**src/rtl/sub_32bit_pipe.sv**
```systemverilog
// -----------------------------------------------------------------------------
// sub_32bit_pipe
//
// Pipelined subtractor: D = A - B (mod 2^WIDTH) with borrow-out B32, computed
// one WIDTH/STAGES-bit slice per register stage as A + ~B + carry.
// The whole pipeline advances together whenever the output slot is free or
// being taken.
//
// Ports:
//   clk        rising-edge clock
//   rst_n      synchronous active-low reset
//   in_valid   A/B valid this cycle
//   in_ready   block accepts A/B this cycle (= pipeline advance)
//   A, B       minuend / subtrahend, WIDTH bits
//   out_valid  D/B32 valid
//   out_ready  downstream accepts D/B32
//   D          difference, WIDTH bits
//   B32        borrow out, 1 iff A < B (unsigned)
//   V          signed overflow flag (only when SUB_OVERFLOW_EN is defined)
//
// Build option: define SUB_OVERFLOW_EN to add the V output.
// -----------------------------------------------------------------------------
module sub_32bit_pipe #(
  parameter int WIDTH  = 32,
  parameter int STAGES = 4
) (
  input  logic             clk,
  input  logic             rst_n,
  input  logic             in_valid,
  output logic             in_ready,
  input  logic [WIDTH-1:0] A,
  input  logic [WIDTH-1:0] B,
  output logic             out_valid,
  input  logic             out_ready,
  output logic [WIDTH-1:0] D,
  output logic             B32
`ifdef SUB_OVERFLOW_EN
  ,
  output logic             V
`endif
);

  localparam int SLICE = WIDTH / STAGES;
  localparam int LAST  = STAGES - 1;

  // Per-stage state: operands travel with the op so later slices can use them,
  // the difference fills in one slice per stage, borrow links the slices.
  logic [WIDTH-1:0]  a_r [STAGES];
  logic [WIDTH-1:0]  b_r [STAGES];
  logic [WIDTH-1:0]  d_r [STAGES];
  logic [STAGES-1:0] borrow_r;
  logic [STAGES-1:0] valid_r;

  // What each stage would load on an advance.
  logic [WIDTH-1:0]  a_s [STAGES];
  logic [WIDTH-1:0]  b_s [STAGES];
  logic [WIDTH-1:0]  d_s [STAGES];
  logic [STAGES-1:0] borrow_s;
  logic [STAGES-1:0] valid_s;

  // Per-stage source: the inputs for stage 0, the previous stage otherwise.
  logic [WIDTH-1:0]  src_a_s [STAGES];
  logic [WIDTH-1:0]  src_b_s [STAGES];
  logic [WIDTH-1:0]  src_d_s [STAGES];
  logic [STAGES-1:0] src_c_s;
  logic [STAGES-1:0] src_v_s;

  logic [SLICE:0]    sum_s;
  logic              adv_s;

  // Wire each stage to its upstream source.
  for (genvar k = 0; k < STAGES; k++) begin : g_src
    if (k == 0) begin : g_first
      assign src_a_s[k] = A;
      assign src_b_s[k] = B;
      assign src_d_s[k] = '0;
      assign src_c_s[k] = 1'b1;
      assign src_v_s[k] = in_valid;
    end else begin : g_rest
      assign src_a_s[k] = a_r[k-1];
      assign src_b_s[k] = b_r[k-1];
      assign src_d_s[k] = d_r[k-1];
      // Carry into this slice is the complement of the stored borrow.
      assign src_c_s[k] = ~borrow_r[k-1];
      assign src_v_s[k] = valid_r[k-1];
    end
  end

  // Global advance and per-stage slice arithmetic.
  always_comb begin
    adv_s    = out_ready | ~valid_r[LAST];
    sum_s    = '0;
    borrow_s = '0;
    valid_s  = '0;
    for (int k = 0; k < STAGES; k++) begin
      a_s[k] = '0;
      b_s[k] = '0;
      d_s[k] = '0;
    end
    for (int k = 0; k < STAGES; k++) begin
      sum_s = {1'b0, src_a_s[k][k*SLICE +: SLICE]}
            + {1'b0, ~src_b_s[k][k*SLICE +: SLICE]}
            + {{SLICE{1'b0}}, src_c_s[k]};
      valid_s[k] = src_v_s[k];
      // Bubbles carry zeroed data so a dropped op leaves nothing behind.
      if (src_v_s[k]) begin
        a_s[k]                   = src_a_s[k];
        b_s[k]                   = src_b_s[k];
        d_s[k]                   = src_d_s[k];
        d_s[k][k*SLICE +: SLICE] = sum_s[SLICE-1:0];
        borrow_s[k]              = ~sum_s[SLICE];
      end else begin
        a_s[k]      = '0;
        b_s[k]      = '0;
        d_s[k]      = '0;
        borrow_s[k] = 1'b0;
      end
    end
  end

  // Pipeline registers: clear on reset, shift on advance, hold on stall.
  always_ff @(posedge clk) begin
    if (!rst_n) begin
      for (int k = 0; k < STAGES; k++) begin
        a_r[k] <= '0;
        b_r[k] <= '0;
        d_r[k] <= '0;
      end
      borrow_r <= '0;
      valid_r  <= '0;
    end else if (adv_s) begin
      for (int k = 0; k < STAGES; k++) begin
        a_r[k] <= a_s[k];
        b_r[k] <= b_s[k];
        d_r[k] <= d_s[k];
      end
      borrow_r <= borrow_s;
      valid_r  <= valid_s;
    end else begin
      for (int k = 0; k < STAGES; k++) begin
        a_r[k] <= a_r[k];
        b_r[k] <= b_r[k];
        d_r[k] <= d_r[k];
      end
      borrow_r <= borrow_r;
      valid_r  <= valid_r;
    end
  end

`ifdef SUB_OVERFLOW_EN
  logic v_s;
  logic v_r;

  // Signed overflow: operands differ in sign and the result sign differs from A.
  always_comb begin
    v_s = 1'b0;
    if (src_v_s[LAST]) begin
      v_s = (src_a_s[LAST][WIDTH-1] != src_b_s[LAST][WIDTH-1]) &
            (d_s[LAST][WIDTH-1]     != src_a_s[LAST][WIDTH-1]);
    end else begin
      v_s = 1'b0;
    end
  end

  // Overflow flag register, moves in lockstep with the final stage.
  always_ff @(posedge clk) begin
    if (!rst_n) begin
      v_r <= 1'b0;
    end else if (adv_s) begin
      v_r <= v_s;
    end else begin
      v_r <= v_r;
    end
  end

  assign V = v_r;
`endif

  assign in_ready  = adv_s;
  assign out_valid = valid_r[LAST];
  assign D         = d_r[LAST];
  assign B32       = borrow_r[LAST];

endmodule

```
**config.mk**
```make
export PLATFORM = sky130hd
export DESIGN_NAME = sub_32bit_pipe
export DESIGN_NICKNAME = d
export VERILOG_FILES = /design/src/rtl/sub_32bit_pipe.sv
export SDC_FILE = /design/constraint.sdc
export NUM_CORES = 1
export LEC_CHECK = 0
export CAP_MARGIN = 20
export CORE_MARGIN = 1
export CORE_UTILIZATION = 50
export CTS_CLUSTER_DIAMETER = 40
export CTS_CLUSTER_SIZE = 30
export DETAILED_ROUTE_END_ITERATION = 6
export HOLD_SLACK_MARGIN = 0.05
export MAX_ROUTING_LAYER = met4
export PLACE_DENSITY = 0.7
export SLEW_MARGIN = 10
export SYNTH_ARGS = -nofsm -noshare
export SYNTH_HDL_FRONTEND = slang
export SYNTH_SLANG_ARGS = --single-unit
export TNS_END_PERCENT = 30
```
**constraint.sdc**
```tcl
create_clock -name clk -period 6.15 [get_ports clk]
set_input_delay 0.9225 -clock clk [delete_from_list [all_inputs] [get_ports clk]]
set_output_delay 0.9225 -clock clk [all_outputs]
set_load 0.01 [all_outputs]
```
Word level (Yosys, flattened, before mapping)
Memories as Yosys holds them, arrays and structs flattened.
Cells that the tools add are included.
{ "word_totals": {"reg_bits": 8, "mem_bits_rw": 384, "inputBits": 68, "output_inout_bits": 35, "mem_count": 3} }
{ "memory_table": {"columns": ["name", "depth", "word_bits", "rd", "rd_clocked_by_memory_dff", "wr", "line", "rtl"], "rows": [
  ["a_r", 4, 32, 3, 0, 4, "48", "logic [WIDTH-1:0] a_r [STAGES];"],
  ["b_r", 4, 32, 3, 0, 4, "49", "logic [WIDTH-1:0] b_r [STAGES];"],
  ["d_r", 4, 32, 4, 0, 4, "50", "logic [WIDTH-1:0] d_r [STAGES];"]
]} }
{ "op_classes": {"addsub": 8, "eq_ne": 1, "n_mux": 47, "bitwise_logic": 37, "reduce_logical": 1} }
{ "ops": {"columns": ["cell", "n"], "rows": [
  ["$mux 32", 35],
  ["$add 8x8->9", 4],
  ["$not 8->8", 4],
  ["$add 9x1->9", 3],
  ["$or 1x1->1", 25],
  ["$mux 1", 11],
  ["$add 9x1->9 const B", 1],
  ["$mux 8", 1],
  ["$not 1->1", 8],
  ["$reduce_and 2->1", 1],
  ["$ne 0x0->1", 1]
]} }

Logic depth before layout (Yosys ltp)
Gate-level depths: netlist of run 1.
{ "depth": {"word_depth": 7, "mapped_depth": 8, "mapped_depth_nobuf": 8} }

Worst setup path after synthesis of run 1
Ideal clock, no wire load.
{ "synth_timing": {"path_kind": "input port to flip-flop", "start": "input port rst_n", "end": "memory a_r[0][10] (enable)", "setup_ns": 1.430, "t_arrival_ns": 4.031, "required_time_ns": 4.720, "setup_slack_ns": 0.689, "stages": 2, "path_buffers": 1, "cell_sequence": "clkbuf_1 nand2_1"} }
{ "synth_rtl": {"columns": ["item", "line", "rtl"], "rows": [
  ["from (decl)", "28", "input logic rst_n,"],
  ["to (decl)", "48", null]
]} }

Worst setup path in the final report of run 1
{ "layout_timing": {"start": "input port out_ready", "end": "output port in_ready"} }
{ "layout_via": {"elab_chain_len": 1} }
{ "layout_rtl": {"columns": ["item", "line", "rtl"], "rows": [
  ["from (decl)", "34", "input logic out_ready,"],
  ["$or 1x1->1", "91", "adv_s = out_ready | ~valid_r[LAST];"],
  ["to (decl)", "30", "output logic in_ready,"]
]} }
No other way between the ends.

==> results of run 1 <==
==> metrics by stage <==
stage | hold WS [ns] | area, um2 | total power [W]
after floorplan | 0.491 | 8340 | 0.00155
after global placement | 0.499 | 9520 | 0.00163
after detailed placement | 0.502 | 9520 | 0.00163
after CTS | 0.518 | 10100 | 0.00270
after global routing | 0.536 | 10100 | 0.00277
final | 0.514 | 10100 | 0.00269
==> final timing paths <==
kind / startpoint / end / slack [ns] / cells after the start
max: out_ready / in_ready / 2.90 / 4
min: b_r[1][26] / b_r[2][26] / 0.51 / 1
max reg2reg: borrow_r[0] / d_r[1][14] / 3.64 / 7
min reg2reg: b_r[1][26] / b_r[2][26] / 0.51 / 1
==> power groups by stage <==
| stage | Sequential (W) | Combinational [W] | Clock [W] |
|---|---|---|---|
| finish | 0.00140 | 0.000204 | 0.00108 |
| floorplan | 0.00143 | 0.000121 | 0 |
| global route | 0.00141 | 0.000224 | 0.00114 |
| CTS | 0.00141 | 0.000203 | 0.00109 |
| global placement | 0.00143 | 0.000194 | 0 |
| detailed placement | 0.00143 | 0.000200 | 0 |
==> cell type report <==
| class | instances | area, um2 |
|---|---|---|
| clock buffer | 19 | 433 |
| fill | 1164 | 5920 |
| timing repair buffer | 108 | 1080 |
| multi-input combinational | 357 | 2590 |
| inverter | 43 | 166 |
| sequential | 184 | 5450 |
| tap | 216 | 270 |
| clock inverter | 13 | 154 |
==> placed cells by master, fill, tap and decap left out, types with 11 or more instances in the layout <==
master / count
edfxtp_1: 176
and3_1: 93
ha_1: 29
clkbuf_16: 17
clkdlybuf4s50_1: 101
a211oi_1: 11
o21ai_0: 17
o21a_1: 11
inv_1: 42
and2_1: 62
nor2_1: 20
==> routing by layer <==
layer / GRT usage / vias up / routed length [um]
met1: 0.200 / 2418 / 5920
met5: - / - / 0
met4: 0.0752 / 0 / 183
met3: 0.0328 / 19 / 594
met2: 0.306 / 125 / 7510
li1: - / 2470 / -
==> kinds of logic after synthesis <==
logic type      after synthesis  share of synthesized area
simple gates                235                      0.173
mux                           4                    0.00480
fa+ha+maj                    36                     0.0603
flops                       184                      0.653
xor+xnor                      4                    0.00420
buf+inv                      75                     0.0374
compound gates               78                     0.0668
==> worst register-to-register path, stage by stage, from the launching register on <==
cell	delay (ns)
dfxtp_1	0.31
inv_1	0.09
fa_1	0.50
fa_1	0.46
a211oi_1	0.30
o21bai_1	0.14
a211o_1	0.30
and3_1	0.17
==> registers in the layout, summed over array words and instances, names as in the netlist <==
name / count
d_r: 80
borrow_r: 4
b_r: 48
valid_r: 4
a_r: 48
==> impl_metrics.env, run 1 <==
export IMPL_p_leak_nw=4.34
export IMPL_clockBufferDepth=2
export IMPL_clock_power_share=0.401
export IMPL_grt_ovfl_total=0
export IMPL_avgSynthCellArea_um2=13.5
export IMPL_avgRoutedWirePerCell_um=15.1
export IMPL_max_slew_margin_rel=0.414
export IMPL_antenna_found_initial=0
export IMPL_grt_pass1_vias=4847
export IMPL_path_delay_family="buffers and inverters"
export IMPL_fmax_mhz=308
export IMPL_remaining_drc_errors=0
export IMPL_synth_area_top_cells="edfxtp_1 63%, and3_1 7.0%, and2_1 4.7%"
export IMPL_initialDrtViolationCount=318
export IMPL_cp_max_fo=14
export IMPL_rows=46
export IMPL_crit_required_ns=5.23
export IMPL_postCtsSetupBuffers=0
export IMPL_clk_latency_ns=0.42
export IMPL_area_growth_pct=21.6
export IMPL_dp_hpwl_mm=9.20
export IMPL_p_switching_w=0.000549
export IMPL_path_cells="clkdlybuf4s50_1 -> nor2b_4 -> inv_6 -> clkdlybuf4s50_1"
export IMPL_synthCells=616
export IMPL_synth_most_common_cell="edfxtp_1"
export IMPL_gp_congestion=0.852
export IMPL_hold_buffers=0
export IMPL_ant_nets=0
export IMPL_ys_types=56
export IMPL_crit_arrival_ns=2.33
export IMPL_outcome="complete, no violations"
export IMPL_drt_first_pass_iters=5
export IMPL_clockRootBuffer="clkbuf_16"
export IMPL_crit_path_top_delay_cell="clkdlybuf4s50_1"
export IMPL_cp_end_kind="output pin"
export IMPL_synth_top_area_frac=0.634
export IMPL_cts_tree="built"
export IMPL_finalSetupTns_ns=0
export IMPL_hold_path_class="flop to flop"
export IMPL_netlist_top_cells_count="176 x edfxtp_1, 93 x and3_1, 62 x and2_1"
export IMPL_ir_drop_mv=0.206
export IMPL_grt_max_degree=106
export IMPL_dp_cells=907
export IMPL_avgViaCountPerCell=5.35
export IMPL_fin_crit_ns=3.25
export IMPL_swShare=0.204
export IMPL_power_frac_comb=0.076
export IMPL_synthArstFlopShare=0
export IMPL_die_area_mm2=0.0172
export IMPL_cts_resized=0
export IMPL_finClkSkew_ns=0.00832
export IMPL_start_util=0.519
export IMPL_yosysSeqAreaShare=0.653
export IMPL_tightestPinTransition_ns=0.879
export IMPL_p_seq_frac=0.523
export IMPL_finalWirelength_mm=14.2
export IMPL_crit_path_max_incr_delay_ns=0.51
export IMPL_ys_seq_elements=184
export IMPL_grt_first_pass_wirelength_mm=23.1
export IMPL_drive_gt1_frac=0.0649
export IMPL_place_ws_ns=2.82
export IMPL_setup_viol=0
export IMPL_synth_nets=720
export IMPL_synth_largest_area_cell="edfxtp_1"
export IMPL_hold_viol=0
export IMPL_grt_setup_unrepaired="false"
export IMPL_die_h_um=131
export IMPL_ios=103
export IMPL_core_area_mm2=0.0161
export IMPL_fin_ws_ns=2.90
export IMPL_final_cells=940
export IMPL_synth_edff_count=176
export IMPL_portBuffers=102
export IMPL_clk_pin_slew_ns=0.06
export IMPL_cts_buffers=17
export IMPL_netlist_area_mm2=0.00834
export IMPL_path_buf_inv=3
export IMPL_nNetsFinal=815
export IMPL_max_cap_violations=0
export IMPL_vias=5032
export IMPL_synthesis_yosys_warnings=0
export IMPL_die_w_um=131
export IMPL_post_route_period_util=0.528
export IMPL_track_usage=0.176
export IMPL_ys_flop_type="edfxtp_1"
export IMPL_fin_util=0.631
export IMPL_crit_type="input pin to output pin"
export IMPL_power_density_mw_per_mm2=265
export IMPL_n_antenna_cell=0
export IMPL_final_max_slew_viol_count=0
export IMPL_cts_max_level=4
export IMPL_cts_sinks=184
export IMPL_cp_common_cell="clkdlybuf4s50_1"
export IMPL_p_int_w=0.00214
export IMPL_startpoint_type="input pin"
No activity file was read; power rests on OpenSTA's default activity.
==> run 2: changes to the inputs <==
- PLACE_DENSITY: 0.7 -> 0.73
- clock period: 6.15 -> 2.75 ns (I/O delays scaled with it)
==> impl_metrics.env, run 2 (synthesis results as in run 1) <==
export IMPL_largest_reg_flops=80
export IMPL_track_usage=0.183
export IMPL_nNetsFinal=817
export IMPL_grt_pass1_vias=5086
export IMPL_cp_common_cell="fa_1"
export IMPL_finClkSkew_ns=0.00550
export IMPL_swShare=0.201
export IMPL_clk_latency_ns=0.42
export IMPL_fillers=1148
export IMPL_hold_viol=0
export IMPL_avgRoutedWirePerCell_um=15.4
export IMPL_crit_type="flop to flop"
export IMPL_finalSetupTns_ns=0
export IMPL_cts_tree="built"
export IMPL_start_util=0.519
export IMPL_clock_power_share=0.398
export IMPL_top_regs="d_r x80, a_r x48, b_r x48"
export IMPL_grt_first_pass_wirelength_mm=23.9
export IMPL_crit_required_ns=2.93
export IMPL_seq_area_mm2=0.00545
export IMPL_gp_congestion=0.886
export IMPL_rows=46
export IMPL_setup_viol=0
export IMPL_cts_sinks=184
export IMPL_antenna_found_initial=0
export IMPL_finalWirelength_mm=14.5
export IMPL_fin_crit_ns=2.44
export IMPL_crit_arrival_ns=2.61
export IMPL_fin_util=0.633
export IMPL_dp_cells=910
export IMPL_clk_pin_slew_ns=0.06
export IMPL_clockBufferDepth=2
export IMPL_avgViaCountPerCell=5.40
export IMPL_cp_max_fo=3
export IMPL_portBuffers=102
export IMPL_multi_input_area_mm2=0.00260
export IMPL_hold_worst_slack_ns=0.519
export IMPL_grt_setup_unrepaired="false"
export IMPL_drt_first_pass_iters=5
export IMPL_die_area_mm2=0.0172
export IMPL_ant_nets=0
export IMPL_cts_buffers=17
export IMPL_die_w_um=131
export IMPL_remaining_drc_errors=0
export IMPL_ir_drop_mv=0.458
export IMPL_n_antenna_cell=0
export IMPL_initialDrtViolationCount=307
export IMPL_dp_hpwl_mm=9.74
export IMPL_power_frac_comb=0.077
export IMPL_hold_path_class="flop to flop"
export IMPL_cp_end_kind="flop"
export IMPL_postCtsSetupBuffers=0
export IMPL_final_cells=942
export IMPL_path_cells="inv_1 -> fa_1 -> fa_1 -> a211oi_1 -> o21bai_1 -> a211o_1 -> and3_1"
export IMPL_final_max_slew_viol_count=0
export IMPL_max_cap_violations=0
export IMPL_core_area_mm2=0.0161
export IMPL_fmax_mhz=411
export IMPL_post_route_period_util=0.886
export IMPL_hold_buffers=0
export IMPL_clockRootBuffer="clkbuf_16"
export IMPL_cts_resized=0
export IMPL_tightestPinTransition_ns=0.957
export IMPL_largest_register="d_r"
export IMPL_grt_ovfl_total=0
export IMPL_p_switching_w=0.00120
export IMPL_ios=103
export IMPL_vias=5086
export IMPL_rrSetupSlack_ns=0.31
export IMPL_max_slew_margin_rel=0.362
export IMPL_area_growth_pct=21.9
export IMPL_startpoint_type="flop"
export IMPL_grt_max_degree=105
export IMPL_cts_max_level=4
export IMPL_crit_path_top_delay_cell="fa_1"
export IMPL_p_seq_frac=0.525
export IMPL_power_density_mw_per_mm2=588
export IMPL_drive_gt1_frac=0.0675
export IMPL_p_leak_nw=4.35
export IMPL_layout_commonest_cell="edfxtp_1"
export IMPL_die_h_um=131
export IMPL_p_int_w=0.00478
export IMPL_outcome="complete, no violations"
export IMPL_mostFrequentLayoutCells="176 x edfxtp_1, 101 x clkdlybuf4s50_1, 93 x and3_1"
export IMPL_crit_path_max_incr_delay_ns=0.48
-- run 2: cell types whose count changed in the layout (fill, tap and decap cells not counted) --
cell and delta:
buf_16 -1, clkinv_4 -3, buf_12 +3, clkinv_2 +4, clkinv_1 -3, nand2_4 -1
nand2_8 +1, clkbuf_1 +3, inv_6 -1
-- run 2: layout make-up --
| class | instances | share of cell area |
|---|---|---|
| clock buffers | 22 | 0.0437 |
| inverters | 43 | 0.0164 |
| well taps | 216 | 0.0266 |
| clock inverters | 10 | 0.0126 |
| flip-flops and latches | 184 | 0.536 |
| repair buffers | 110 | 0.110 |
| multi-input cells | 357 | 0.256 |
-- run 2: power groups by stage --
stage               sequential [W]  combinational [W]  clock (W)
floorplan                  0.00320           0.000272          0
global placement           0.00320           0.000436          0
detailed placement         0.00320           0.000453          0
CTS                        0.00314           0.000457    0.00241
global route               0.00315           0.000504    0.00251
finish                     0.00314           0.000458    0.00238
-- run 2: layer usage --
metal | part of all wire | up-vias | routed length [um] | global-route usage
met4 | 0.018 | 0 | 256 | 0.0765
met3 | 0.034 | 24 | 496 | 0.0374
li1 | - | 2475 | - | -
met2 | 0.54 | 127 | 7890 | 0.327
met5 | 0 | - | 0 | -
met1 | 0.40 | 2460 | 5870 | 0.195
-- run 2: through the flow --
stage	area, um2	setup slack [ns]	total power (W)
finish	10200	0.315	0.00598
global route	10200	0.223	0.00616
CTS	10200	0.311	0.00601
detailed placement	9590	0.329	0.00366
global placement	9590	0.389	0.00363
floorplan	8350	0.471	0.00347
-- run 2: path summary, 6_finish.rpt --
path	from	cells past startpoint	to
worst min-delay path	d_r[2][19]	1	d_r[3][19]
worst max register to register	borrow_r[0]	7	d_r[1][14]
worst max-delay path	borrow_r[0]	7	d_r[1][14]
worst min register to register	d_r[2][19]	1	d_r[3][19]
-- run 2: critical path: cells and delay by family, from the launching register on --
| kind | cells | cell delay, ns |
|---|---|---|
| adders and majority gates | 2 | 0.94 |
| buffers and inverters | 1 | 0.05 |
| DFF | 1 | 0.30 |
| and+or+nand+nor | 1 | 0.18 |
| AOI/OAI and AO/OA | 3 | 0.72 |
==> run 3: changes to the inputs <==
- CELL_PAD_IN_SITES_DETAIL_PLACEMENT: not set -> 0
- CELL_PAD_IN_SITES_GLOBAL_PLACEMENT: not set -> 1
- CORE_UTILIZATION: 50 -> 41
- CTS_CLUSTER_SIZE: 30 -> not set
- SETUP_SLACK_MARGIN: not set -> 0.05
==> impl_metrics.env, run 3 (synthesis results as in run 1) <==
export IMPL_outcome="complete, no violations"
export IMPL_crit_path_top_delay_cell="fa_1"
export IMPL_postCtsSetupBuffers=0
export IMPL_finalWirelength_mm=14.5
export IMPL_cts_tree="built"
export IMPL_crit_arrival_ns=2.61
export IMPL_clk_latency_ns=0.42
export IMPL_final_max_slew_viol_count=0
export IMPL_hold_buffers=0
export IMPL_mostFrequentLayoutCells="176 x edfxtp_1, 101 x clkdlybuf4s50_1, 93 x and3_1"
export IMPL_crit_type="flop to flop"
export IMPL_dp_hpwl_mm=9.94
export IMPL_remaining_drc_errors=0
export IMPL_drt_first_pass_iters=4
export IMPL_die_w_um=145
export IMPL_power_w=0.00625
export IMPL_multi_input_area_mm2=0.00260
export IMPL_clockBufferDepth=2
export IMPL_fin_crit_ns=2.43
export IMPL_ios=103
export IMPL_hold_viol=0
export IMPL_antenna_found_initial=0
export IMPL_grt_pass1_vias=4742
export IMPL_portBuffers=102
export IMPL_drive_gt1_frac=0.0768
export IMPL_grt_ovfl_total=0
export IMPL_gp_congestion=0.854
export IMPL_ant_nets=0
export IMPL_avgRoutedWirePerCell_um=14.6
export IMPL_rows=51
export IMPL_cp_max_fo=3
export IMPL_die_h_um=145
export IMPL_place_ws_ns=0.179
export IMPL_cts_sinks=184
export IMPL_cp_common_cell="fa_1"
export IMPL_clk_pin_slew_ns=0.07
export IMPL_ir_drop_mv=0.437
export IMPL_path_cells="inv_1 -> fa_1 -> fa_1 -> a211oi_1 -> o21bai_1 -> a211o_1 -> and3_1"
export IMPL_startpoint_type="flop"
export IMPL_max_cap_violations=0
export IMPL_post_route_period_util=0.884
export IMPL_nNetsFinal=820
export IMPL_grt_first_pass_wirelength_mm=23.0
export IMPL_area_growth_pct=24.4
export IMPL_cp_end_kind="flop"
export IMPL_grt_max_degree=76
export IMPL_vias=4955
export IMPL_max_slew_margin_rel=0.388
export IMPL_cts_max_level=4
export IMPL_finClkSkew_ns=0.00501
export IMPL_cts_buffers=17
export IMPL_crit_path_max_incr_delay_ns=0.47
export IMPL_top_regs="d_r x80, a_r x48, b_r x48"
export IMPL_start_util=0.423
export IMPL_crit_required_ns=2.93
export IMPL_fillers=1625
export IMPL_fin_ws_ns=0.319
export IMPL_power_density_mw_per_mm2=602
export IMPL_grt_setup_unrepaired="false"
export IMPL_n_antenna_cell=0
export IMPL_clockRootBuffer="clkbuf_16"
export IMPL_track_usage=0.150
export IMPL_hold_worst_slack_ns=0.486
export IMPL_tightestPinTransition_ns=0.918
export IMPL_seq_area_mm2=0.00545
export IMPL_p_leak_nw=4.41
export IMPL_fmax_mhz=411
export IMPL_layout_commonest_cell="edfxtp_1"
export IMPL_initialDrtViolationCount=326
export IMPL_avgViaCountPerCell=4.98
export IMPL_largest_reg_flops=80
export IMPL_die_area_mm2=0.0209
export IMPL_setup_viol=0
export IMPL_core_area_mm2=0.0197
export IMPL_largest_register="d_r"
export IMPL_cts_resized=0
export IMPL_finalSetupTns_ns=0
export IMPL_hold_path_class="input pin to flop"
[run 3: layout make-up]
class                           instances  area share
Timing Repair Buffer                  113       0.114
Sequential cell                       184       0.525
Multi-Input combinational cell        357       0.250
Clock inverter                         14      0.0216
Clock buffer                           18      0.0414
Tap cell                              265      0.0320
Inverter                               43      0.0160
[run 3: metrics by stage]
step | std cells | area (um2) | util
after global routing | 994 | 10400 | 0.526
after floorplan | 616 | 8350 | -
final | 994 | 10400 | 0.526
after global placement | 961 | 9710 | 0.492
after CTS | 993 | 10400 | 0.525
after detailed placement | 961 | 9710 | 0.492
[run 3: path summary, 6_finish.rpt]
check	cells after the start	startpoint	slack (ns)	to
max	7	borrow_r[0]	0.32	d_r[1][14]
min	2	rst_n	0.49	valid_r[3]
max reg2reg	7	borrow_r[0]	0.32	d_r[1][14]
min reg2reg	1	d_r[1][4]	0.51	d_r[2][4]
[run 3: power by group]
| group | total [W] | internal, W | switching [W] |
|---|---|---|---|
| logic | 0.000458 | 0.000236 | 0.000222 |
| clock network | 0.00265 | 0.00162 | 0.00102 |
| registers | 0.00314 | 0.00312 | 0.0000225 |
[run 3: critical path: cells and delay by family (launching register included)]
kind | cells | cell delay, ns
AND/OR/NAND/NOR | 1 | 0.18
AO/OA/AOI/OAI | 3 | 0.73
buffers and inverters | 1 | 0.06
adder cells (fa/ha/maj) | 2 | 0.91
flip-flops | 1 | 0.31
[run 3: per-layer routing]
metal	global-route usage	share of wire	up-vias
li1	-	-	2469
met1	0.166	0.42	2354
met2	0.259	0.52	108
met3	0.0371	0.037	24
met4	0.0587	0.018	0
met5	-	0	-
